===== config.mk =====
export PLATFORM = sky130hd
export DESIGN_NAME = cart_bk_sector_engine_flat
export DESIGN_NICKNAME = d
export VERILOG_FILES = /design/src/rtl/gb_cart_pkg.sv /design/src/rtl/cart_bk_sector_engine_if.sv /design/src/rtl/edge_detect_rise.sv /design/src/rtl/cart_bk_sector_engine.sv /design/src/flat_wrapper.sv
export SDC_FILE = /design/constraint.sdc
export NUM_CORES = 1
export LEC_CHECK = 0
export ABC_CLOCK_PERIOD_IN_PS = 5100
export BUFFER_PORTS_ARGS = -buffer_cell sky130_fd_sc_hd__clkbuf_2
export CAP_MARGIN = 5
export CORE_MARGIN = 2
export CORE_UTILIZATION = 51
export CTS_CLUSTER_DIAMETER = 50
export DETAILED_ROUTE_END_ITERATION = 6
export PLACE_DENSITY = 0.86
export SLEW_MARGIN = 25
export SYNTH_ARGS = -nofsm -noshare
export SYNTH_HDL_FRONTEND = slang
export SYNTH_SLANG_ARGS = --single-unit

===== constraint.sdc =====
create_clock -name clk_sys -period 5.1 [get_ports clk_sys]
set_input_delay 0.255 -clock clk_sys [delete_from_list [all_inputs] [get_ports clk_sys]]
set_output_delay 0.255 -clock clk_sys [all_outputs]
set_load 0.01 [all_outputs]

===== src/rtl/gb_cart_pkg.sv =====
// Shared definitions for the cartridge backup sector engine.
//   bk_state_t   : engine state (IDLE, REQ, XFER, NEXT)
//   SECTOR_WORDS : 16-bit words per 512-byte SD sector
//   BUFF_AW      : width of the HPS word index within a sector
//   BK_ADDR_W    : width of the cart backup word address
package gb_cart_pkg;

    typedef enum logic [1:0] {
        ST_IDLE,
        ST_REQ,
        ST_XFER,
        ST_NEXT
    } bk_state_t;

    localparam int unsigned SECTOR_WORDS = 256;
    localparam int unsigned BUFF_AW      = $clog2(SECTOR_WORDS);
    localparam int unsigned BK_ADDR_W    = 17;

endpackage


===== src/rtl/cart_bk_sector_engine_if.sv =====
// Bus bundle between the sector engine, the HPS SD block device and the
// cart backup RAM port.
//   master : engine side (drives sd_lba/sd_rd/sd_wr/sd_buff_din/bk_*)
//   slave  : environment side (HPS + cart, drives sd_ack/sd_buff_*/bk_q)
interface cart_bk_sector_engine_if;
    import gb_cart_pkg::*;

    logic [31:0]          sd_lba;
    logic                 sd_rd;
    logic                 sd_wr;
    logic                 sd_ack;
    logic [BUFF_AW-1:0]   sd_buff_addr;
    logic [15:0]          sd_buff_dout;
    logic                 sd_buff_wr;
    logic [15:0]          sd_buff_din;
    logic [BK_ADDR_W-1:0] bk_addr;
    logic                 bk_wr;
    logic [15:0]          bk_data;
    logic [15:0]          bk_q;

    modport master (
        output sd_lba, sd_rd, sd_wr, sd_buff_din, bk_addr, bk_wr, bk_data,
        input  sd_ack, sd_buff_addr, sd_buff_dout, sd_buff_wr, bk_q
    );

    modport slave (
        input  sd_lba, sd_rd, sd_wr, sd_buff_din, bk_addr, bk_wr, bk_data,
        output sd_ack, sd_buff_addr, sd_buff_dout, sd_buff_wr, bk_q
    );

endinterface


===== src/rtl/edge_detect_rise.sv =====
// Rising-edge detector.
//   clk_i  : clock
//   rst_ni : asynchronous active-low reset (history register clears to 0)
//   d_i    : level input
//   rise_o : high for the cycle in which d_i is 1 and was 0 last cycle
module edge_detect_rise (
    input  logic clk_i,
    input  logic rst_ni,
    input  logic d_i,
    output logic rise_o
);

    logic d_q;

    always_ff @(posedge clk_i or negedge rst_ni) begin
        if (!rst_ni) begin
            d_q <= 1'b0;
        end else begin
            d_q <= d_i;
        end
    end

    assign rise_o = d_i & ~d_q;

endmodule


===== src/rtl/cart_bk_sector_engine.sv =====
// Sector-level backup engine: walks the cart save image one SD sector at a
// time, requesting each sector from the HPS and bridging the HPS word buffer
// onto the cart backup RAM port.
//   clk_sys, reset_n     : clock, async active-low reset
//   bk_load, bk_save     : load/save requests (rising-edge detected)
//   img_mounted          : mount pulse, triggers a load
//   img_size             : image size in bytes, 0 = no image
//   has_save             : cart has battery-backed RAM
//   ram_mask_file        : last sector index of the image
//   busy, done, timeout  : status (done is a pulse, timeout is sticky)
//   bus                  : SD block device + cart backup port bundle
module cart_bk_sector_engine
    import gb_cart_pkg::*;
#(
    parameter int unsigned     TO_W        = 24,
    parameter logic [TO_W-1:0] ACK_TIMEOUT = TO_W'(12_000_000)
) (
    input  logic                     clk_sys,
    input  logic                     reset_n,
    input  logic                     bk_load,
    input  logic                     bk_save,
    input  logic                     img_mounted,
    input  logic [63:0]              img_size,
    input  logic                     has_save,
    input  logic [7:0]               ram_mask_file,
    output logic                     busy,
    output logic                     done,
    output logic                     timeout,
    cart_bk_sector_engine_if.master  bus
);

    bk_state_t            state_q, state_d;
    logic                 dir_save_q, dir_save_d;
    logic [7:0]           lba_q, lba_d;
    logic [TO_W-1:0]      to_cnt_q, to_cnt_d, to_cnt_inc;
    logic                 sd_rd_q, sd_rd_d, sd_wr_q, sd_wr_d;
    logic                 busy_q, busy_d, done_q, done_d, timeout_q, timeout_d;
    logic [BK_ADDR_W-1:0] bk_addr_q, bk_addr_w;
    logic [15:0]          bk_data_q, bk_data_w;
    logic                 load_rise, save_rise, load_trig, img_present;
    logic                 load_ok, save_ok, in_xfer;

    edge_detect_rise u_load_edge (
        .clk_i  (clk_sys),
        .rst_ni (reset_n),
        .d_i    (bk_load),
        .rise_o (load_rise)
    );

    edge_detect_rise u_save_edge (
        .clk_i  (clk_sys),
        .rst_ni (reset_n),
        .d_i    (bk_save),
        .rise_o (save_rise)
    );

    assign img_present = (img_size != 64'd0);
    assign load_trig   = load_rise | img_mounted;
    // A load trigger in the same cycle always suppresses a save, even when the
    // load itself is rejected for lack of an image.
    assign load_ok     = load_trig & img_present;
    assign save_ok     = save_rise & ~load_trig & img_present & has_save;
    assign to_cnt_inc  = to_cnt_q + TO_W'(1);

    always_comb begin
        state_d    = state_q;
        dir_save_d = dir_save_q;
        lba_d      = lba_q;
        to_cnt_d   = to_cnt_q;
        busy_d     = busy_q;
        timeout_d  = timeout_q;
        done_d     = 1'b0;
        case (state_q)
            ST_IDLE: begin
                if (load_ok || save_ok) begin
                    state_d    = ST_REQ;
                    dir_save_d = save_ok;
                    lba_d      = '0;
                    to_cnt_d   = '0;
                    timeout_d  = 1'b0;
                    busy_d     = 1'b1;
                end
            end
            ST_REQ: begin
                if (bus.sd_ack) begin
                    state_d = ST_XFER;
                end else if (to_cnt_inc == ACK_TIMEOUT) begin
                    state_d   = ST_IDLE;
                    timeout_d = 1'b1;
                    busy_d    = 1'b0;
                end else begin
                    to_cnt_d = to_cnt_inc;
                end
            end
            ST_XFER: begin
                if (!bus.sd_ack) begin
                    state_d = ST_NEXT;
                end
            end
            ST_NEXT: begin
                if (lba_q == ram_mask_file) begin
                    state_d = ST_IDLE;
                    done_d  = 1'b1;
                    busy_d  = 1'b0;
                end else begin
                    state_d  = ST_REQ;
                    lba_d    = lba_q + 8'd1;
                    to_cnt_d = '0;
                end
            end
            default: state_d = ST_IDLE;
        endcase
        // Requests are registered from the next state so they drop on the
        // same edge that sees sd_ack and never glitch during XFER.
        sd_rd_d = (state_d == ST_REQ) && !dir_save_d;
        sd_wr_d = (state_d == ST_REQ) && dir_save_d;
    end

    always_ff @(posedge clk_sys or negedge reset_n) begin
        if (!reset_n) begin
            state_q    <= ST_IDLE;
            dir_save_q <= 1'b0;
            lba_q      <= '0;
            to_cnt_q   <= '0;
            sd_rd_q    <= 1'b0;
            sd_wr_q    <= 1'b0;
            busy_q     <= 1'b0;
            done_q     <= 1'b0;
            timeout_q  <= 1'b0;
            bk_addr_q  <= '0;
            bk_data_q  <= '0;
        end else begin
            state_q    <= state_d;
            dir_save_q <= dir_save_d;
            lba_q      <= lba_d;
            to_cnt_q   <= to_cnt_d;
            sd_rd_q    <= sd_rd_d;
            sd_wr_q    <= sd_wr_d;
            busy_q     <= busy_d;
            done_q     <= done_d;
            timeout_q  <= timeout_d;
            bk_addr_q  <= bk_addr_w;
            bk_data_q  <= bk_data_w;
        end
    end

    // Address/data pass straight through during XFER and hold afterwards.
    assign in_xfer   = (state_q == ST_XFER);
    assign bk_addr_w = in_xfer ? {1'b0, lba_q, bus.sd_buff_addr} : bk_addr_q;
    assign bk_data_w = in_xfer ? bus.sd_buff_dout : bk_data_q;

    assign bus.bk_addr     = bk_addr_w;
    assign bus.bk_data     = bk_data_w;
    assign bus.bk_wr       = in_xfer & bus.sd_buff_wr & bus.sd_ack & ~dir_save_q;
    assign bus.sd_buff_din = bus.bk_q;
    assign bus.sd_lba      = {24'd0, lba_q};
    assign bus.sd_rd       = sd_rd_q;
    assign bus.sd_wr       = sd_wr_q;
    assign busy            = busy_q;
    assign done            = done_q;
    assign timeout         = timeout_q;

endmodule


===== src/flat_wrapper.sv =====
// flat-port wrapper written by rule: the top's interface ports become plain ports
module cart_bk_sector_engine_flat import gb_cart_pkg::*;
#(
    parameter int unsigned     TO_W        = 24,
    parameter logic [TO_W-1:0] ACK_TIMEOUT = TO_W'(12_000_000)
)
  (clk_sys, reset_n, bk_load, bk_save, img_mounted, img_size, has_save, ram_mask_file, busy, done, timeout, bus_sd_lba, bus_sd_rd, bus_sd_wr, bus_sd_buff_din, bus_bk_addr, bus_bk_wr, bus_bk_data, bus_sd_ack, bus_sd_buff_addr, bus_sd_buff_dout, bus_sd_buff_wr, bus_bk_q);
  cart_bk_sector_engine_if bus_i ();
  input  logic clk_sys;
  input  logic reset_n;
  input  logic bk_load;
  input  logic bk_save;
  input  logic img_mounted;
  input  logic [63:0] img_size;
  input  logic has_save;
  input  logic [7:0] ram_mask_file;
  output logic busy;
  output logic done;
  output logic timeout;
  output wire logic [$bits(bus_i.sd_lba)-1:0] bus_sd_lba;
  output wire logic [$bits(bus_i.sd_rd)-1:0] bus_sd_rd;
  output wire logic [$bits(bus_i.sd_wr)-1:0] bus_sd_wr;
  output wire logic [$bits(bus_i.sd_buff_din)-1:0] bus_sd_buff_din;
  output wire logic [$bits(bus_i.bk_addr)-1:0] bus_bk_addr;
  output wire logic [$bits(bus_i.bk_wr)-1:0] bus_bk_wr;
  output wire logic [$bits(bus_i.bk_data)-1:0] bus_bk_data;
  input wire logic [$bits(bus_i.sd_ack)-1:0] bus_sd_ack;
  input wire logic [$bits(bus_i.sd_buff_addr)-1:0] bus_sd_buff_addr;
  input wire logic [$bits(bus_i.sd_buff_dout)-1:0] bus_sd_buff_dout;
  input wire logic [$bits(bus_i.sd_buff_wr)-1:0] bus_sd_buff_wr;
  input wire logic [$bits(bus_i.bk_q)-1:0] bus_bk_q;
  assign bus_sd_lba = bus_i.sd_lba;
  assign bus_sd_rd = bus_i.sd_rd;
  assign bus_sd_wr = bus_i.sd_wr;
  assign bus_sd_buff_din = bus_i.sd_buff_din;
  assign bus_bk_addr = bus_i.bk_addr;
  assign bus_bk_wr = bus_i.bk_wr;
  assign bus_bk_data = bus_i.bk_data;
  assign bus_i.sd_ack = bus_sd_ack;
  assign bus_i.sd_buff_addr = bus_sd_buff_addr;
  assign bus_i.sd_buff_dout = bus_sd_buff_dout;
  assign bus_i.sd_buff_wr = bus_sd_buff_wr;
  assign bus_i.bk_q = bus_bk_q;
  cart_bk_sector_engine #(.TO_W(TO_W), .ACK_TIMEOUT(ACK_TIMEOUT)) u_core (.clk_sys(clk_sys), .reset_n(reset_n), .bk_load(bk_load), .bk_save(bk_save), .img_mounted(img_mounted), .img_size(img_size), .has_save(has_save), .ram_mask_file(ram_mask_file), .busy(busy), .done(done), .timeout(timeout), .bus(bus_i));
endmodule

==> results.md <==
* Status: complete, but fails checks
* Failing checks: negative hold slack
* Pins over their slew limit at 0
* Final setup viols at 0
* Hold_ws at -0.00427 ns
* Async SR Flop Fraction at 1.00
* Leading cell type in the layout, fill and taps excluded: clkbuf_2
* CTS max path bufs at 2
* DP Area at 5000 um2
* Worst Path Required at 5.41 ns
* Max VDD drop at 0.146 mV
* Final min period at 3.65 ns
* Worst min path class: in -> async
* CTS sink cnt at 75
* Diode count at 0
* RSZ-0062 raised after global routing: false
* Initial antenna violation count at 0
* CP endpoint: u_core.to_cnt_q[7]
* Slowest CP cell: and2_1
* Chip width at 97.9 um
* Layout cells sized above 1 at 0.406
* Pwr/cell area at 398 nW/um2
* Endpoint class of the critical path: register
* Reg area at 1880 um2
* Area of the multi-input gates at 2210 um2
* Syn_area_per_cell at 10.2 um2
* First-pass GRT wire length at 18100 um
* Number of H-tree levels at 3
* Cell area after layout at 5210 um2
* Synth top area cells: dfrtp_1 42%, mux2_2 8.3%, buf_4 7.2%
* First-pass detailed-route iteration total at 5
* Tcrit/Tclk final at 0.717
* Yosys reg bits at 75
* Peak Freq at 274 MHz
* Critical path type: reg -> reg
* Final antenna-violating net count at 0
* Vias in the first global route at 3747
* Iter 0 DRT Violations at 235
* HPWL Detailed at 8490 um
* Synth unique cells at 73
* Layout overhead on the synthesized area at 15.8%
* Vias/cell at 5.70
* Port-buffer cells at 150
* Die ar. at 9590 um2
* Critical Path Stages at 8
* RR Startpoint: u_core.to_cnt_q[4]
* Row count at 34
* Placer Congestion at 0.962
* Worst Skew at 0.0130 ns
* Clock power frac at 0.222
* R2R Setup Slk at 1.45 ns
* Most frequent cells in the layout: 149 x clkbuf_2, 75 x dfrtp_1, 33 x mux2_2
* Mapped Area at 4500 um2
* Sequential area share after synthesis at 0.417
* Detailed Route WL at 11300 um
* CTS clk-pin slew, worst paths at 0.09 ns
* Total Routing Usage GR at 0.233
* Top delay family on crit path: simple AND/OR/NAND/NOR gates
* Top Ports at 207
* Crit path cell chain: nand3_2 > nor4_4 > and3_1 > a31oi_1 > or4_4 > o31ai_4 > and2_1 > a221o_2
* CTS tree: done
* Reg2Reg Depth at 8
* Sequential share of power at 0.404
* Max_slew headroom at 0.487
* Worst path bufs/invs at 0
* Internal power at 1270 uW
* FILL cells at 725
* Worst skew pair latency at 0.37 ns
* Hold Vio Cnt, Final at 5
* Post-synth top area share at 0.417
* Comb pwr share at 0.374
* Top_reg_cell synth: dfrtp_1
* Cells after synthesis at 441
* # DRC at 0
* R2r endpoint: u_core.to_cnt_q[7]
* EDFF count, synth at 0
* Post-CTS Resized at 0
* Post-synth top area cell: dfrtp_1
* P_sw at 802 uW
* Worst Path Arrival at 3.96 ns
* Largest net degree at the start of global routing at 76
* Net Sw Frac at 0.387
* Fin util at 0.603
* Postcts setup bufs at 0
* Final nets at 684
* GRT overflow at 0
* Worst slew pin tran at 0.769 ns
* Wirelength per Cell at 16.8 um
* Post-CTS Hold Buffers at 0
* CTS Buf Count at 9
* Clock Tree Root: clkbuf_8
* Largest stage delay on the critical path at 0.70 ns
* Core footprint at 8640 um2
* Critical path origin: u_core.to_cnt_q[4]
* Crit-path max FO at 18
* YS warnings at 0
* CP Launch Type: register
* Initial Util at 0.521
* Routed via count at 3847
* Die Span Y at 97.9 um
* MaxCap Viol Count at 0
* P_leak at 0.00263 uW
* TNS Setup at 0 ns
## cells in the mapped netlist, types with 3 or more instances
cell,instances
nor4_1,22
clkbuf_2,5
buf_2,3
nor3_1,12
nand2_1,23
buf_6,3
or3_1,3
o21bai_1,3
xor2_1,17
buf_4,43
clkbuf_1,4
dfrtp_1,75
nand4_1,13
a21oi_1,12
inv_1,7
nor2b_1,5
nor3b_1,3
a21o_1,11
xnor2_1,5
nor2_1,21
and2_1,8
a221o_2,4
o2bb2ai_1,4
nand2b_1,3
o21ai_0,11
nand3b_1,3
mux2_2,33
buf_1,3
nand3_1,18
and3_1,9
## how the worst min path moves through the flow
stage | start | to | slack (ns) | cells after the start
CTS | bk_load | u_core.u_load_edge.d_q | 0.01 | 1
finish | reset_n | u_core.to_cnt_q[12] | -0.004 | 2
detailed placement | bk_load | u_core.u_load_edge.d_q | 0.39 | 1
global placement | bk_load | u_core.u_load_edge.d_q | 0.39 | 1
global route | bk_load | u_core.u_load_edge.d_q | 0.01 | 1
floorplan | reset_n | u_core.bk_addr_q[0] | -0.04 | 0
## area by class of cell
class / instances / share of cell area
Clock buffer: 9 / 0.0238
Multi-Input combinational cell: 317 / 0.424
Sequential cell: 75 / 0.360
Tap cell: 108 / 0.0259
Inverter: 7 / 0.00504
Timing Repair Buffer: 152 / 0.148
Clock inverter: 7 / 0.0134
## metal layers
metal,global-route usage,routed length [um]
met1,0.275,4450
met2,0.411,5880
met3,0.0551,741
met4,0.0897,263
met5,0,0
## power groups by stage
stage	Clock (uW)	Combinational, uW	Sequential, uW
finish	461	775	838
global route	489	849	857
CTS	463	778	837
detailed placement	0	773	849
global placement	0	748	837
floorplan	0	551	822
## registers in the layout (all words and copies together), names as in the netlist
register,count
u_core.dir_save_q,1
u_core.done,1
u_core.to_cnt_q,24
u_core.bus.sd_rd,1
u_core.u_save_edge.d_q,1
u_core.bk_addr_q,17
u_core.bk_data_q,16
u_core.u_load_edge.d_q,1
u_core.bus.sd_wr,1
u_core.state_q,2
u_core.timeout,1
u_core.busy,1
u_core.lba_q,8
## per-stage QoR
stage          power [uW]  instances  setup slack [ns]  hold slack, ns
6_report             2070        675              1.45        -0.00427
5_1_grt              2190        675              1.24          0.0107
4_1_cts              2080        675              1.49          0.0137
3_5_place_dp         1620        659              1.51           0.392
3_3_place_gp         1590        659              1.65           0.389
2_1_floorplan        1370        464              2.27         -0.0406
## cell families after synthesis
kind of cell             after synthesis  share of synthesized area
AO/OA/AOI/OAI                         70                      0.119
flip-flops                            75                      0.417
multiplexers                          34                     0.0848
buffers and inverters                 72                      0.115
adder cells (fa/ha/maj)                2                    0.00556
AND/OR/NAND/NOR                      165                      0.215
other                                  1                   0.000834
XOR/XNOR                              22                     0.0428
Note: power is estimated with default switching activity, not from simulation.
